$ cat src/rtl/turbo_st_arb.sv
// Packet-granular round-robin arbiter: shares one TurboDecoder Avalon-ST input among N_CH
// bus2st channels, tagging beats with the source channel and policing length and stalls.
module turbo_st_arb #(
  parameter int unsigned N_CH    = 4,
  parameter int unsigned w_CH    = 2,
  parameter int unsigned ST      = 24,
  parameter int unsigned w_LEN   = 16,
  parameter int unsigned TIMEOUT = 1024
) (
  input  logic                  clk,
  input  logic                  rst_n,
  input  logic [N_CH-1:0]       ch_req,
  input  logic [N_CH*ST-1:0]    ch_st_data,
  input  logic [N_CH-1:0]       ch_st_valid,
  input  logic [N_CH-1:0]       ch_st_sop,
  input  logic [N_CH-1:0]       ch_st_eop,
  input  logic [N_CH*w_LEN-1:0] ch_st_len,
  output logic [N_CH-1:0]       ch_st_ready,
  output logic [N_CH-1:0]       ch_abort,
  input  logic                  dec_st_ready,
  output logic [ST-1:0]         dec_st_data,
  output logic                  dec_st_valid,
  output logic                  dec_st_sop,
  output logic                  dec_st_eop,
  output logic [w_LEN-1:0]      dec_st_len,
  output logic [w_CH-1:0]       dec_ch_id,
  output logic                  busy,
  output logic                  err_len,
  output logic                  err_tmo,
  output logic [w_CH-1:0]       err_ch,
  input  logic                  err_clr
);

  localparam int unsigned IdleW = $clog2(TIMEOUT);

  typedef enum logic [1:0] {StIdle, StGrant, StXfer} state_e;

  state_e            state_q, state_d;
  logic [w_CH-1:0]   rr_ptr_q, rr_ptr_d;
  logic [w_CH-1:0]   g_q, g_d;
  logic [w_LEN-1:0]  len_q, len_d;
  logic [w_LEN-1:0]  beat_cnt_q, beat_cnt_d;
  logic [IdleW-1:0]  idle_cnt_q, idle_cnt_d;
  logic [ST-1:0]     data_q, data_d;
  logic              valid_q, valid_d;
  logic              sop_q, sop_d;
  logic              eop_q, eop_d;
  logic [w_LEN-1:0]  dlen_q, dlen_d;
  logic [w_CH-1:0]   id_q, id_d;
  logic              err_len_q, err_len_d;
  logic              err_tmo_q, err_tmo_d;
  logic [w_CH-1:0]   err_ch_q, err_ch_d;

  logic              found;
  logic [w_CH-1:0]   pick, arb_idx;
  logic              sel_valid, sel_sop, sel_eop;
  logic [ST-1:0]     sel_data;
  logic              accept, tmo, len_bad;

  assign sel_valid = ch_st_valid[g_q];
  assign sel_sop   = ch_st_sop[g_q];
  assign sel_eop   = ch_st_eop[g_q];
  assign sel_data  = ch_st_data[g_q*ST +: ST];

  assign accept  = (state_q == StXfer) && sel_valid && dec_st_ready;
  assign tmo     = (state_q == StXfer) && !accept && (idle_cnt_q == IdleW'(TIMEOUT - 1));
  assign len_bad = accept && sel_eop && ((beat_cnt_q + w_LEN'(1)) != len_q);

  // First requester strictly after the last winner, wrapping around.
  always_comb begin
    found   = 1'b0;
    pick    = '0;
    arb_idx = '0;
    for (int unsigned k = 1; k <= N_CH; k++) begin
      arb_idx = w_CH'((rr_ptr_q + k) % N_CH);
      if (!found && ch_req[arb_idx]) begin
        found = 1'b1;
        pick  = arb_idx;
      end
    end
  end

  always_ff @(posedge clk or negedge rst_n) begin
    if (!rst_n) state_q <= StIdle;
    else        state_q <= state_d;
  end

  always_comb begin
    state_d = state_q;
    case (state_q)
      StIdle:  if (found) state_d = StGrant;
      StGrant: state_d = StXfer;
      StXfer:  if ((accept && sel_eop) || tmo) state_d = StIdle;
      default: state_d = StIdle;
    endcase
  end

  always_comb begin
    busy        = (state_q == StGrant) || (state_q == StXfer);
    ch_st_ready = '0;
    ch_abort    = '0;
    if (state_q == StXfer) ch_st_ready[g_q] = dec_st_ready;
    if (tmo)               ch_abort[g_q]    = 1'b1;
  end

  always_comb begin
    rr_ptr_d   = rr_ptr_q;
    g_d        = g_q;
    len_d      = len_q;
    beat_cnt_d = beat_cnt_q;
    idle_cnt_d = idle_cnt_q;
    data_d     = data_q;
    valid_d    = accept;
    sop_d      = sop_q;
    eop_d      = eop_q;
    dlen_d     = dlen_q;
    id_d       = id_q;
    err_len_d  = err_len_q;
    err_tmo_d  = err_tmo_q;
    err_ch_d   = err_ch_q;
    case (state_q)
      StIdle: begin
        if (found) begin
          g_d      = pick;
          len_d    = ch_st_len[pick*w_LEN +: w_LEN];
          rr_ptr_d = pick;
        end
      end
      StGrant: begin
        id_d       = g_q;
        dlen_d     = len_q;
        beat_cnt_d = '0;
        idle_cnt_d = '0;
      end
      StXfer: begin
        if (accept) begin
          beat_cnt_d = beat_cnt_q + w_LEN'(1);
          idle_cnt_d = '0;
          data_d     = sel_data;
          sop_d      = sel_sop;
          eop_d      = sel_eop;
        end else begin
          idle_cnt_d = idle_cnt_q + IdleW'(1);
        end
      end
      default: ;
    endcase
    // A new error in the same cycle as err_clr must survive the clear.
    if (err_clr) begin
      err_len_d = 1'b0;
      err_tmo_d = 1'b0;
      err_ch_d  = '0;
    end
    if (len_bad) begin
      err_len_d = 1'b1;
      err_ch_d  = g_q;
    end
    if (tmo) begin
      err_tmo_d = 1'b1;
      err_ch_d  = g_q;
    end
  end

  always_ff @(posedge clk or negedge rst_n) begin
    if (!rst_n) begin
      rr_ptr_q   <= w_CH'(N_CH - 1);
      g_q        <= '0;
      len_q      <= '0;
      beat_cnt_q <= '0;
      idle_cnt_q <= '0;
      data_q     <= '0;
      valid_q    <= 1'b0;
      sop_q      <= 1'b0;
      eop_q      <= 1'b0;
      dlen_q     <= '0;
      id_q       <= '0;
      err_len_q  <= 1'b0;
      err_tmo_q  <= 1'b0;
      err_ch_q   <= '0;
    end else begin
      rr_ptr_q   <= rr_ptr_d;
      g_q        <= g_d;
      len_q      <= len_d;
      beat_cnt_q <= beat_cnt_d;
      idle_cnt_q <= idle_cnt_d;
      data_q     <= data_d;
      valid_q    <= valid_d;
      sop_q      <= sop_d;
      eop_q      <= eop_d;
      dlen_q     <= dlen_d;
      id_q       <= id_d;
      err_len_q  <= err_len_d;
      err_tmo_q  <= err_tmo_d;
      err_ch_q   <= err_ch_d;
    end
  end

  assign dec_st_data  = data_q;
  assign dec_st_valid = valid_q;
  assign dec_st_sop   = sop_q;
  assign dec_st_eop   = eop_q;
  assign dec_st_len   = dlen_q;
  assign dec_ch_id    = id_q;
  assign err_len      = err_len_q;
  assign err_tmo      = err_tmo_q;
  assign err_ch       = err_ch_q;

endmodule

$ cat config.mk
export PLATFORM = sky130hd
export DESIGN_NAME = turbo_st_arb
export DESIGN_NICKNAME = d
export VERILOG_FILES = /design/src/rtl/turbo_st_arb.sv
export SDC_FILE = /design/constraint.sdc
export NUM_CORES = 1
export LEC_CHECK = 0
export BUFFER_PORTS_ARGS = -buffer_cell sky130_fd_sc_hd__buf_2
export CAP_MARGIN = 20
export CORE_UTILIZATION = 28
export CTS_CLUSTER_DIAMETER = 120
export DETAILED_ROUTE_END_ITERATION = 8
export GPL_ROUTABILITY_DRIVEN = 0
export HOLD_SLACK_MARGIN = 0.1
export SYNTH_ARGS = -nofsm -noshare
export SYNTH_HDL_FRONTEND = slang
export SYNTH_SLANG_ARGS = --single-unit
export TNS_END_PERCENT = 10
$ cat constraint.sdc
create_clock -name clk -period 4.1 [get_ports clk]
set_input_delay 0.615 -clock clk [delete_from_list [all_inputs] [get_ports clk]]
set_output_delay 0.615 -clock clk [all_outputs]
set_load 0.02 [all_outputs]
# == Word-level counts from Yosys, hierarchy flattened ==
# Index checks and enable logic that the tools add are counted.
# totals
register_bits,97
latch_bits,0
mem_bits_rw,0
rom_bits,0
input_bits,180
output_inout_bits,58
elab_cells,102
mem_count,0
# classes
n_addsub,6
mul,1
div_mod_pow,0
order_cmp,6
n_eq_ne,7
shifts,2
muxes,39
bitwise,1
reduce_logical,25
# ops
operator,count
variable part select 96 x 8 -> 24 bit,1
variable part select 64 x 7 -> 16 bit,1
one-hot mux 16 bit (2 select lines),1
one-hot mux 10 bit (2 select lines),1
two-way mux 2 bit,9
"adder 16 x 1 -> 16 bit, second input constant",1
two-way mux 16 bit,1
inequality test 16 bit,1
"less-than comparator 2 x 3 -> 1 bit, second input constant",5
two-way mux 1 bit,15
binary-select mux 1 bit (select 2 bit),7
"adder 10 x 1 -> 10 bit, second input constant",1
"== test 10 bit, second input constant",1
logical AND 1 bit,10
two-way mux 10 bit,1
two-way mux 4 bit,2
AND reduction 2 bit,4
one-hot mux 2 bit (3 select lines),1
nonzero test 2 bit,3
"adder 2 x 1 -> 2 bit, second input constant",2
"adder 2 bit, second input constant",2
bitwise AND 4 bit,1
logical NOT 1 bit,4
"multiplier 2 x 2 -> 4 bit, second input constant",1
9 further kinds,11

# == Logic depth before layout (Yosys ltp) ==
# depth
depth_word,15
mapped_depth,10
mapped_depth_nobuf,9

# == Worst setup path after synthesis ==
# No wires, ideal clock.
# synth_path
path_kind,input-to-output
startpoint,input ch_st_valid[0]
endpoint,output ch_abort[0]
arrival_time_ns,1.823
slack_ns,1.662
path_stages,6
n_path_buf,1
path_cell_list,nor2b_1 a211oi_1 or3b_1 buf_6 nand4_2 nor3_1
# synth_via
elab_chain_len,8
# synth_rtl
item,line_no,rtl
"start, declared",14,"input logic [N_CH-1:0] ch_st_valid,"
binary-select mux 1 bit (select 2 bit),60,assign sel_valid = ch_st_valid[g_q];
two-way mux 1 bit (implied by the code),60,
logical AND 1 bit (2 in a row),65,assign accept = (state_q == StXfer) && sel_valid && dec_st_ready;
logical NOT 1 bit,66,assign tmo = (state_q == StXfer) && !accept && (idle_cnt_q == IdleW'(TIMEOUT - 1));
logical AND 1 bit (2 in a row),66,
two-way mux 4 bit,103,if (tmo) ch_abort[g_q] = 1'b1;
"end, declared",19,"output logic [N_CH-1:0] ch_abort,"
# Every way passes these cells. The select of a mux whose other input is x is not followed.

# == Worst setup path after layout ==
# layout_path
startpoint,register state_q[0]
endpoint,output ch_abort[0]
# layout_via
elab_chain_len,7
# layout_rtl
item,line_no,rtl
"start, declared",38,"state_e state_q, state_d;"
"start signal, assigned",84,if (!rst_n) state_q <= StIdle;
"start signal, assigned",85,else state_q <= state_d;
== test 2 bit *,"65, 66",
logical AND 1 bit (2 in a row),65,
logical NOT 1 bit,66,
logical AND 1 bit * (2 in a row),66,
two-way mux 4 bit *,103,
# Every way passes the cells marked *; elsewhere a longest branch is shown, timed or not.

==> impl_metrics.prom <==
# TYPE chip_impl_metric gauge
chip_impl_info{name="run_status",value="completed"} 1
chip_impl_metric{name="netlist.area_leader.share",unit="%"} 40.13
chip_impl_metric{name="yosys_cell_types",unit=""} 61
chip_impl_info{name="synth.cells.most_frequent",value="95 x dfrtp_1, 59 x mux2_2, 55 x nand2_1, 55 x o21ai_0, 28 x nor2_1"} 1
chip_impl_metric{name="worstSkewPairLatency",unit="ns"} 0.35
chip_impl_metric{name="grt_pass1_wl",unit="mm"} 26.52
chip_impl_metric{name="combPwrFrac",unit="%"} 49.4
chip_impl_metric{name="leakage",unit="uW"} 0.003546
chip_impl_metric{name="p_sw_share",unit="%"} 41.02
chip_impl_metric{name="detail-route-antenna-nets",unit=""} 0
chip_impl_metric{name="postSynthRegisterBits",unit=""} 97
chip_impl_metric{name="clockBufferDepth",unit=""} 2
chip_impl_metric{name="syn_to_final_growth",unit="%"} 28.28
chip_impl_metric{name="hold_viol_final",unit=""} 0
chip_impl_info{name="ys.flop_type",value="dfrtp_1"} 1
chip_impl_metric{name="pin_count_of_the_biggest_net_entering_global_routing",unit=""} 47
chip_impl_metric{name="antenna_found_initial",unit=""} 0
chip_impl_info{name="unrepaired_setup_endpoints_after_global_routing",value="false"} 1
chip_impl_metric{name="drt_iter0_drc",unit=""} 247
chip_impl_metric{name="fp.dieW",unit="um"} 147.5
chip_impl_metric{name="post-route-min-period",unit="ns"} 2.913
chip_impl_metric{name="design_power_total",unit="uW"} 4846
chip_impl_metric{name="globalRoute.totalOverflow",unit=""} 0
chip_impl_metric{name="post_synthesis_instance_area",unit="um2"} 5924
chip_impl_info{name="critical_path.reg2reg.endpoint",value="state_q[1]"} 1
chip_impl_metric{name="initial_core_utilization",unit="%"} 28.91
chip_impl_metric{name="timing_max_transition_violations_final",unit=""} 0
chip_impl_metric{name="core_area",unit="um2"} 20490
chip_impl_metric{name="reported_net_switching_power",unit="uW"} 1988
chip_impl_metric{name="number_of_clock_sinks",unit=""} 97
chip_impl_metric{name="p_int",unit="uW"} 2858
chip_impl_metric{name="cp_data_arrival_time",unit="ns"} 2.30
chip_impl_metric{name="finalClockSkew",unit="ns"} 0.01059
chip_impl_metric{name="dpl.hpwl",unit="mm"} 12.91
chip_impl_metric{name="ir_drop",unit="mV"} 0.3411
chip_impl_metric{name="synthesis.area_per_instance",unit="um2"} 11.05
chip_impl_metric{name="routed_len_inst",unit="um"} 16.11
chip_impl_info{name="clockRootBuffer",value="clkbuf_16"} 1
chip_impl_metric{name="setup_viol",unit=""} 0
chip_impl_metric{name="detailedRoute.firstPassIterationCount",unit=""} 5
chip_impl_metric{name="wl",unit="mm"} 16.64
chip_impl_metric{name="placement_rows",unit=""} 52
chip_impl_metric{name="number_of_inserted_diodes",unit=""} 0
chip_impl_info{name="synth_area_leader_cell",value="dfrtp_1"} 1
chip_impl_metric{name="ys_async_sr_fraction",unit="%"} 100.0
chip_impl_info{name="ys_top_cells_by_area",value="dfrtp_1 40%, mux2_2 11%, mux4_2 9.9%"} 1
chip_impl_metric{name="fin_ws",unit="ns"} 1.187
chip_impl_metric{name="synthesized_net_count",unit=""} 721
chip_impl_metric{name="detail_route.vias_per_cell",unit=""} 4.781
chip_impl_metric{name="finalSetupTns",unit="ns"} 0
chip_impl_metric{name="dpl_cell_area",unit="um2"} 7300
chip_impl_metric{name="worst-slew-pin-transition",unit="ns"} 1.017
chip_impl_metric{name="ys_seq_area_share",unit="%"} 41.01
chip_impl_metric{name="design.portCount",unit=""} 238
chip_impl_metric{name="number_of_nets_in_the_layout",unit=""} 943
chip_impl_metric{name="post_cts_buffers",unit=""} 0
chip_impl_metric{name="dpl_worst_slack",unit="ns"} 1.320
chip_impl_metric{name="post_cts_hold_buffer_count",unit=""} 0
chip_impl_metric{name="max_freq",unit="MHz"} 343.3
chip_impl_metric{name="dr_total_vias",unit=""} 4939
chip_impl_metric{name="maxCapViolations",unit=""} 0
chip_impl_info{name="crit_path_end_kind",value="output port"} 1
chip_impl_info{name="critPathLaunchType",value="flop"} 1
chip_impl_metric{name="dieArea",unit="um2"} 21740
chip_impl_info{name="path_class",value="flop to output port"} 1
chip_impl_metric{name="worst_ep_required_time",unit="ns"} 3.48
chip_impl_metric{name="cts_resized",unit=""} 0
chip_impl_metric{name="tritoncts.num_buffers",unit=""} 9
chip_impl_metric{name="worstRegToRegCells",unit=""} 10
chip_impl_metric{name="yosysWarnings",unit=""} 0
chip_impl_metric{name="reg2reg_slack",unit="ns"} 1.27
chip_impl_metric{name="via_count_of_the_first_global_routing_pass",unit=""} 4833
chip_impl_metric{name="worstPathMaxFanout",unit=""} 8
chip_impl_metric{name="part_of_the_power_in_registers",unit="%"} 34.7
chip_impl_metric{name="share_of_the_cycle_needed_by_the_critical_path_after_routing",unit="%"} 71.05
chip_impl_metric{name="p_clk_share",unit="%"} 15.9
chip_impl_metric{name="die_y",unit="um"} 147.5
chip_impl_metric{name="buffers_on_ports",unit=""} 237
chip_impl_info{name="cts_tree",value="done"} 1
chip_impl_info{name="min_path_type",value="primary input to async pin"} 1
chip_impl_metric{name="hold_ws",unit="ns"} 0.2779
chip_impl_metric{name="layout.cell_area.non_filler",unit="um2"} 7600
chip_impl_info{name="synth_most_common_cell",value="dfrtp_1"} 1
chip_impl_metric{name="clkSlewWorstSetupHoldPaths",unit="ns"} 0.07
chip_impl_info{name="worstReg2RegStart",value="state_q[0]"} 1
chip_impl_metric{name="number_of_cells_produced_by_synthesis",unit=""} 536
chip_impl_metric{name="worst_slew_margin_rel",unit="%"} 32.17
chip_impl_metric{name="globalRouteTotalUtil",unit="%"} 15.67
chip_impl_metric{name="cellPowerDensity",unit="nW/um2"} 637.7
chip_impl_metric{name="cts-htree-levels",unit=""} 3
chip_impl_metric{name="post-route-drc-count",unit=""} 0
chip_impl_metric{name="synth-edff-count",unit=""} 0
chip_impl_metric{name="final_layout_size_suffix_gt1_share",unit="%"} 48.75
-- sequential cells by signal, summed over array words and instances (netlist names) --
name and cells:
dec_st_data 24, beat_cnt_q 16, dec_st_len 16, len_q 16, idle_cnt_q 10, dec_ch_id 2, err_ch 2, g_q 2
rr_ptr_q 2, state_q 2, dec_st_eop 1, dec_st_sop 1, dec_st_valid 1, err_len 1, err_tmo 1
-- cell usage in the layout (no fill, tap or decap), types with 4 or more instances in the layout --
cell type	synthesis	final
o22ai_1	4	4
nand2_1	55	55
xor2_1	12	12
buf_4	1	9
ha_1	5	5
nand3_1	10	10
mux2i_1	18	18
xnor2_1	16	16
a21oi_1	13	13
nand2b_1	6	6
and2_1	4	4
nand4_1	9	9
clkbuf_16	0	9
o31ai_1	10	10
nor3_1	5	5
inv_1	12	12
mux4_2	26	26
o21ai_0	55	55
mux2_2	59	59
nor2_1	28	28
dfrtp_1	95	94
buf_2	7	236
-- power groups by stage --
stage	Combinational, uW	Sequential, uW	Clock (uW)
2_1_floorplan	1520	1820	0
3_3_place_gp	2370	1700	0
3_5_place_dp	2400	1700	0
4_1_cts	2400	1690	797
5_1_grt	2620	1740	833
6_report	2400	1680	769
-- worst max path at each step --
| stage | to | cells past startpoint | start |
|---|---|---|---|
| final | ch_abort[0] | 7 | state_q[0] |
| after global routing | ch_abort[0] | 6 | g_q[0] |
| after CTS | ch_abort[0] | 6 | g_q[0] |
| after detailed placement | len_q[6] | 6 | ch_req[1] |
| after global placement | state_q[1] | 10 | state_q[0] |
| after floorplan | ch_abort[0] | 6 | ch_st_valid[0] |
-- stage by stage --
step | std cells | utilization [%]
final | 1033 | 37.08
after global routing | 1033 | 37.08
after CTS | 1031 | 36.91
after detailed placement | 1015 | 35.62
after global placement | 1015 | 35.62
after floorplan | 536 | -
-- logic make-up (layout without fill, tap and decap cells) --
| group | after synthesis | count (layout) | share of synthesized area [%] |
|---|---|---|---|
| buffers and inverters | 49 | 276 | 4.921 |
| and+or+nand+nor | 150 | 150 | 13.69 |
| DFF | 97 | 97 | 41.01 |
| AOI/OAI and AO/OA | 101 | 101 | 10.48 |
| muxes | 106 | 106 | 24.71 |
| xor gates and xnor gates | 28 | 28 | 4.139 |
| adders and majority gates | 5 | 5 | 1.056 |
-- final cells by class --
cell class | instances | area, um2
fill | 2056 | 12890
tap | 270 | 337.8
multi-input combinational | 390 | 3233
inverter | 13 | 48.80
timing repair buffer | 247 | 1284
clock buffer | 11 | 232.7
sequential | 97 | 2431
clock inverter | 5 | 32.53
-- metal layers --
metal,GRT usage [%],routed length (um),vias to the layer above
li1,-,-,2404
met1,21.50,7837,2379
met2,24.20,7756,133
met3,3.519,733,23
met4,5.567,314,0
met5,0,0,-
-- worst max-delay path: stages (launching register included) --
cell and delay, ns:
dfrtp_1 0.39, inv_1 0.11, ha_1 0.36, nand2_1 0.19, or3b_1 0.43, nand4_2 0.19
nor3_1 0.09, buf_2 0.18
(Power assumes the default switching activity.)
